**src/rtl/uart_tx_arbiter.sv**
```systemverilog
// Round-robin arbiter sharing one uart_tx serializer between NUM_REQ requesters.
// Define UART_TX_ARBITER_TIMEOUT_EN to add a per-phase handshake timeout with err pulse.
module uart_tx_arbiter #(
    parameter int unsigned NUM_REQ        = 4,
    parameter int unsigned DATA_BITS      = 8,
    parameter int unsigned TIMEOUT_CYCLES = 65535
) (
    input  logic                         clk,
    input  logic                         reset,
    input  logic [NUM_REQ-1:0]           req,
    input  logic [NUM_REQ*DATA_BITS-1:0] req_data,
    input  logic [NUM_REQ-1:0]           req_parity,
    output logic [NUM_REQ-1:0]           grant,
    output logic [NUM_REQ-1:0]           ack,
    output logic                         err,
    output logic                         send_request,
    output logic [DATA_BITS-1:0]         tx_data,
    output logic                         parity_enable,
    input  logic                         tx_busy,
    input  logic                         tx_done
);
    localparam int unsigned IdxW = $clog2(NUM_REQ);

    typedef enum logic [1:0] {StArb, StReq, StBusy, StAck} state_e;

    state_e               state_q, state_d;
    logic [IdxW-1:0]      rr_ptr_q, rr_ptr_d;
    logic [NUM_REQ-1:0]   grant_q, grant_d;
    logic [NUM_REQ-1:0]   ack_q, ack_d;
    logic                 send_request_q, send_request_d;
    logic [DATA_BITS-1:0] tx_data_q, tx_data_d;
    logic                 parity_enable_q, parity_enable_d;

    logic                 pick_valid;
    logic [IdxW-1:0]      pick_idx;
    logic [IdxW-1:0]      cand_idx;
    int                   cand;

    // Scan from farthest to nearest so the nearest pending requester after rr_ptr wins.
    always_comb begin
        pick_valid = 1'b0;
        pick_idx   = rr_ptr_q;
        cand       = 0;
        cand_idx   = '0;
        for (int k = int'(NUM_REQ); k >= 1; k--) begin
            cand     = (int'(rr_ptr_q) + k) % int'(NUM_REQ);
            cand_idx = IdxW'(cand);
            if (req[cand_idx]) begin
                pick_valid = 1'b1;
                pick_idx   = cand_idx;
            end
        end
    end

`ifdef UART_TX_ARBITER_TIMEOUT_EN
    logic [31:0] cnt_q, cnt_d;
    logic        err_q, err_d;
    logic        timeout;

    assign timeout = (cnt_q == TIMEOUT_CYCLES - 32'd1);
`endif

    always_comb begin
        state_d         = state_q;
        rr_ptr_d        = rr_ptr_q;
        grant_d         = grant_q;
        ack_d           = '0;
        send_request_d  = send_request_q;
        tx_data_d       = tx_data_q;
        parity_enable_d = parity_enable_q;
`ifdef UART_TX_ARBITER_TIMEOUT_EN
        cnt_d           = cnt_q + 32'd1;
        err_d           = 1'b0;
`endif
        unique case (state_q)
            StArb: begin
                if (pick_valid) begin
                    state_d            = StReq;
                    rr_ptr_d           = pick_idx;
                    grant_d            = '0;
                    grant_d[pick_idx]  = 1'b1;
                    tx_data_d          = req_data[pick_idx*DATA_BITS +: DATA_BITS];
                    parity_enable_d    = req_parity[pick_idx];
                    send_request_d     = 1'b1;
`ifdef UART_TX_ARBITER_TIMEOUT_EN
                    cnt_d              = '0;
`endif
                end
            end
            // A stale tx_done from the previous frame must not advance this state.
            StReq: begin
                if (tx_busy) begin
                    send_request_d = 1'b0;
                    state_d        = StBusy;
`ifdef UART_TX_ARBITER_TIMEOUT_EN
                    cnt_d          = '0;
`endif
                end
            end
            StBusy: begin
                if (tx_done) begin
                    ack_d[rr_ptr_q] = 1'b1;
                    grant_d         = '0;
                    state_d         = StAck;
                end
            end
            StAck: begin
                state_d = StArb;
            end
            default: begin
                state_d = StArb;
            end
        endcase
`ifdef UART_TX_ARBITER_TIMEOUT_EN
        if ((state_q == StReq || state_q == StBusy) && timeout) begin
            err_d           = 1'b1;
            send_request_d  = 1'b0;
            grant_d         = '0;
            ack_d           = '0;
            ack_d[rr_ptr_q] = 1'b1;
            state_d         = StArb;
        end
`endif
    end

    always_ff @(posedge clk or posedge reset) begin
        if (reset) begin
            state_q         <= StArb;
            rr_ptr_q        <= IdxW'(NUM_REQ - 1);
            grant_q         <= '0;
            ack_q           <= '0;
            send_request_q  <= 1'b0;
            tx_data_q       <= '0;
            parity_enable_q <= 1'b0;
        end else begin
            state_q         <= state_d;
            rr_ptr_q        <= rr_ptr_d;
            grant_q         <= grant_d;
            ack_q           <= ack_d;
            send_request_q  <= send_request_d;
            tx_data_q       <= tx_data_d;
            parity_enable_q <= parity_enable_d;
        end
    end

`ifdef UART_TX_ARBITER_TIMEOUT_EN
    always_ff @(posedge clk or posedge reset) begin
        if (reset) begin
            cnt_q <= '0;
            err_q <= 1'b0;
        end else begin
            cnt_q <= cnt_d;
            err_q <= err_d;
        end
    end

    assign err = err_q;
`else
    assign err = 1'b0;
`endif

    assign grant         = grant_q;
    assign ack           = ack_q;
    assign send_request  = send_request_q;
    assign tx_data       = tx_data_q;
    assign parity_enable = parity_enable_q;

endmodule
```
**config.mk**
```make
export PLATFORM = sky130hd
export DESIGN_NAME = uart_tx_arbiter
export DESIGN_NICKNAME = d
export VERILOG_FILES = /design/src/rtl/uart_tx_arbiter.sv
export SDC_FILE = /design/constraint.sdc
export NUM_CORES = 1
export LEC_CHECK = 0
export CAP_MARGIN = 5
export CORE_MARGIN = 2
export CORE_UTILIZATION = 30
export DETAILED_ROUTE_END_ITERATION = 6
export DONT_BUFFER_PORTS = 1
export SLEW_MARGIN = 15
export SYNTH_ARGS = -nofsm -noshare
export SYNTH_HDL_FRONTEND = slang
export SYNTH_SLANG_ARGS = --single-unit
```
**constraint.sdc**
```tcl
create_clock -name clk -period 3.2 [get_ports clk]
set_input_delay 0.64 -clock clk [delete_from_list [all_inputs] [get_ports clk]]
set_output_delay 0.64 -clock clk [all_outputs]
set_load 0.02 [all_outputs]
```
======== Word level (Yosys, flattened, before mapping) ========
Cells that the tools add are included.
cells by class
  shift operators ......................... 1
  add/sub/neg operators ................... 4
  eq/ne operators ......................... 6
  magnitude comparators ................... 8
  mux-type cells .......................... 34
  reductions and logical operators ........ 9
operators by type and width
  kind                 number
  $shiftx 32x6->8      1
  $lt 2x3->1 const B   6
  $mux 4               4
  $mux 2               7
  $mux 1               13
  $bmux 1 s2           5
  $reduce_and 3->1     3
  $pmux 2 s4           1
  $pmux 4 s2           1
  $ne 2x2->1 const B   3
  $add 2x1->2 const B  2
  $add 2x2->2 const B  2
  $demux 1 s2          2
  $eq 2x2->1 const B   2
  $ge 2x1->1 const B   2
  $reduce_bool 2->1    2
  $eq 2x1->1 const B   1
  $logic_and 1x1->1    2
  $logic_not 2->1      1
  $pmux 1 s2           1
  $reduce_and 2->1     1
word-level totals
  logic and storage cells ................. 69
  register bits ........................... 22
  input port bits ......................... 44
  output and inout port bits .............. 19

======== Depth between registers and ports, before layout ========
  depth in word-level cells ............... 13
  mapped depth ............................ 12
  depth with buffers taken out ............ 8

======== Worst setup path before layout ========
Ideal clock, no wire load.
  path type ............................... register to register
  start ................................... reg rr_ptr_q[0]
  end ..................................... reg tx_data_q[7], in the netlist tx_data[7]
  library setup time ...................... 94 ps
  clock period less this slack ............ 2782 ps
  required time ........................... 3106 ps
  slack ................................... 418 ps
  arrival ................................. 2688 ps
  stages on the path, launching flop included .. 13
  path buffers ............................ 4
  cells stage by stage .................... dfstp_2 -> buf_6 -> clkbuf_1 -> inv_1 -> ha_1 -> inv_1 -> mux2_4 -> o21ai_4 -> o21a_1 -> buf_6 -> buf_12 -> nand2_1 -> a221oi_2
on the way
  cells in the longest elaborated chain, start to end .. 8
  elaborated cells on any way between the ends .. 22
  those cells by class .................... add/sub: 4; shift: 1; mux: 16; reduce/logical: 1
ends and longest elaborated chain
  item                                                 RTL line  RTL
  start, declared                                      27        logic [IdxW-1:0] rr_ptr_q, rr_ptr_d;
  start signal, assigned                               129       rr_ptr_q <= IdxW'(NUM_REQ - 1);
  start signal, assigned                               137       rr_ptr_q <= rr_ptr_d;
  $add 2x1->2                                          46        cand = (int'(rr_ptr_q) + k) % int'(NUM_REQ);
  $bmux 1 s2                                           48        if (req[cand_idx]) begin
  $mux 1 (not written as such)                         48
  $mux 2 or $mux 1 (tied branches) (4 in series)       48
  $shiftx 32x6->8 or $reduce_and 2->1 (tied branches)  -
  end signal, assigned                                 141       tx_data_q <= tx_data_d;
  end, declared                                        31        logic [DATA_BITS-1:0] tx_data_q, tx_data_d;
Several ways; a longest one is shown, not always the timed one. The select of a mux whose other input is x is not followed.
A chain may end at the register's enable or synchronous reset.

======== Final worst setup path ========
Ends and elaborated chain as after synthesis.

==> key figures <==
Run status
  – Outcome: complete, no violations

Worst setup path
  – Family with the most delay on the worst path: compound AO/OA/AOI/OAI gates
  – CP bufs+invs: 2
  – CP cell instances: inv_1 > ha_1 > inv_1 > mux2_4 > o21ai_4 > o21a_1 > mux2i_1 > a221oi_2
  – Critical path's slowest cell: dfstp_2
  – CP Class: flip-flop to flip-flop
  – Worst Path Max Fanout: 14
  – Critical Path Source Type: flip-flop
  – Worst endpoint data arrival time: 3.10 ns
  – Cell repeated most along the worst path: inv_1
  – Slowest stage delay, CP: 0.65 ns
  – Crit end category: flip-flop
  – Req. time, crit path: 3.38 ns

Layout
  – Post-Route Utilization: 0.329
  – Register area: 553 um^2
  – Share of cells above drive strength 1: 0.140
  – Area of the multi-input gates: 986 um^2
  – Layout overhead on the synthesized area: 5.97%
  – Final std cells w/o fill: 258
  – Diode count: 0
  – # fillers: 601
  – Nets: 238

Flow run
  – Max_cap viols: 0

Drt
  – Via density: 5.43
  – Drt first pass iters: 4
  – Via total after detailed routing: 1400
  – Total routed wirelength: 4380 um
  – Drc violations: 0
  – DRT iter0 DRCs: 93
  – Routed WL per cell: 17.0 um
  – Post-DRT Antenna Nets: 0

STA
  – Post-layout min period: 2.92 ns
  – Final Skew: 0.000998 ns
  – Period utilization: 0.911
  – Slew of the pin with the lowest slew margin: 1.03 ns
  – WHS: 0.427 ns
  – RSZ-0062 raised after global routing: no
  – Count of final hold-check violations: 0
  – Relative slew margins: 0.309
  – Fmax: 343 MHz
  – Count of final setup violators: 0
  – Slew Viols, Final: 0
  – TNS Setup: 0 ns

CTS
  – TritonCTS clock tree: built
  – CTS root buffer: clkbuf_8
  – TritonCTS Buffers: 3
  – Clk slew on worst S/H paths: 0.08 ns
  – Worst-skew pair later-pin latency: 0.27 ns
  – PostCTS Resize Cnt: 0
  – Clock sink count: 22
  – Htree depth: 1
  – Setup Fix Bufs, Post-CTS: 0
  – # hold bufs at CTS: 0
  – Max Buffers Root-to-Sink: 2

Yosys
  – Synth top area cells: dfrtp_1 29%, o21ai_0 5.6%, mux2i_1 5.3%
  – Synth top area share: 0.295
  – Ys async rst share: 1.00
  – Synth top cells by count: 21 x nand2_1, 20 x dfrtp_1, 19 x inv_1, 19 x o21ai_0
  – Post-synth EDFFs: 0
  – Post-Syn Instances: 191
  – Synthesized flop and latch total: 22
  – YS warnings: 0
  – Netlist cell types: 40
  – Mapped Avg Cell Area: 8.88 um^2
  – Post-synthesis net count: 242
  – Mapped Area: 1700 um^2
  – Yosys top cell by area: dfrtp_1
  – Most common flop cell mapped by yosys: dfrtp_1
  – Seq/Total Area, Yosys: 0.326
  – Top-count cell post-synth: nand2_1

Global route
  – Vias in the first global route: 1455
  – Tot GR Track Use: 0.149
  – Initial antenna violation count: 0
  – Largest net degree at the start of global routing: 23
  – First-pass GRT wire length: 7310 um
  – Grt ovf: 0

Floorplanning
  – Area of the die: 6270 um^2
  – Initial Utilization: 0.310
  – Die span in y: 79.2 um
  – Die X-Extent: 79.2 um
  – Core footprint: 5470 um^2
  – Core Rows: 27
  – I/O pin cnt: 63

Power and ir drop
  – Leakage: 0.000766 uW
  – VDD IR max: 339 uV
  – Clock power share: 0.134
  – Share of total power in combinational logic: 0.555
  – Seq pwr share: 0.311
  – P_sw: 949 uW
  – Int Power: 1030 uW
  – Switch share: 0.479
  – Pwr dens: 1100 nW/um^2

Placed design
  – DPL Wire Length: 3380 um
  – Port-buffer cells: 0
  – Placed Instances: 254
  – Gpl congestion: 0.789

Hold path
  – Worst Hold Class: input port to asynchronous set/reset pin
logic make-up after synthesis:
kind of cell	synth area share
other	0.00221
muxes	0.133
and+or+nand+nor	0.122
AOI/OAI and AO/OA	0.273
adders and majority gates	0.0516
DFF	0.326
buffers and inverters	0.0929
placed cells by master (no fill, tap or decap), types with 2 or more instances in the layout:
master / Yosys / layout
nand2b_1: 2 / 2
o32ai_1: 4 / 4
nor3_1: 3 / 3
ha_1: 7 / 7
dfrtp_1: 20 / 20
nor3_2: 2 / 2
dfstp_2: 2 / 2
a32oi_1: 3 / 3
inv_1: 19 / 19
a41oi_1: 3 / 3
and2_1: 2 / 2
mux2_2: 8 / 8
buf_4: 1 / 3
and3_1: 4 / 4
o2bb2ai_1: 5 / 5
clkbuf_8: 0 / 3
nand2_1: 21 / 21
mux2_4: 3 / 3
o211ai_1: 10 / 10
a21oi_1: 5 / 5
o21a_1: 2 / 2
mux2i_1: 9 / 9
o21ai_0: 19 / 19
nor2_1: 10 / 10
o31a_1: 5 / 5
metrics by stage:
| step | total power [uW] | area, um^2 | setup slack (ns) |
|---|---|---|---|
| after floorplan | 1560 | 1700 | 0.418 |
| after global placement | 1700 | 1730 | 0.366 |
| after detailed placement | 1730 | 1730 | 0.290 |
| after CTS | 2000 | 1800 | 0.274 |
| after global routing | 2170 | 1800 | 0.0851 |
| final | 1980 | 1800 | 0.285 |
power groups by stage:
stage	combinational (uW)	sequential [uW]	clock, uW
floorplan	978	581	0
global placement	1080	621	0
detailed placement	1110	623	0
CTS	1110	620	274
global route	1250	634	283
finish	1100	616	266
area by class of cell:
class	count	share of cell area
clock buffers	3	0.0230
clock inverters	1	0.0167
inverters	20	0.0418
multi-input cells	137	0.548
flip-flops and latches	22	0.308
well taps	72	0.0501
repair buffers	3	0.0125
flip-flops by register name, summed over array words and instances (netlist names):
name           cells
state_q            2
ack                4
tx_data            8
grant              4
parity_enable      1
send_request       1
rr_ptr_q           2
layer usage:
metal  global-route usage  part of all wire
met2                0.258              0.49
met5                    0                 0
met4               0.0310            0.0066
met3               0.0466             0.073
met1                0.181              0.43
worst paths after layout:
check	startpoint	endpoint	slack [ns]	cells past startpoint
max	rr_ptr_q[0]	tx_data[7]	0.28	8
min	reset	ack[1]	0.43	1
max reg2reg	rr_ptr_q[0]	tx_data[7]	0.28	8
min reg2reg	state_q[0]	state_q[0]	0.59	2
max in group asynchronous	reset	tx_data[5]	2.24	1
min in group clk	req_data[23]	tx_data[7]	0.52	2
Note: power is estimated with default switching activity, not from simulation.
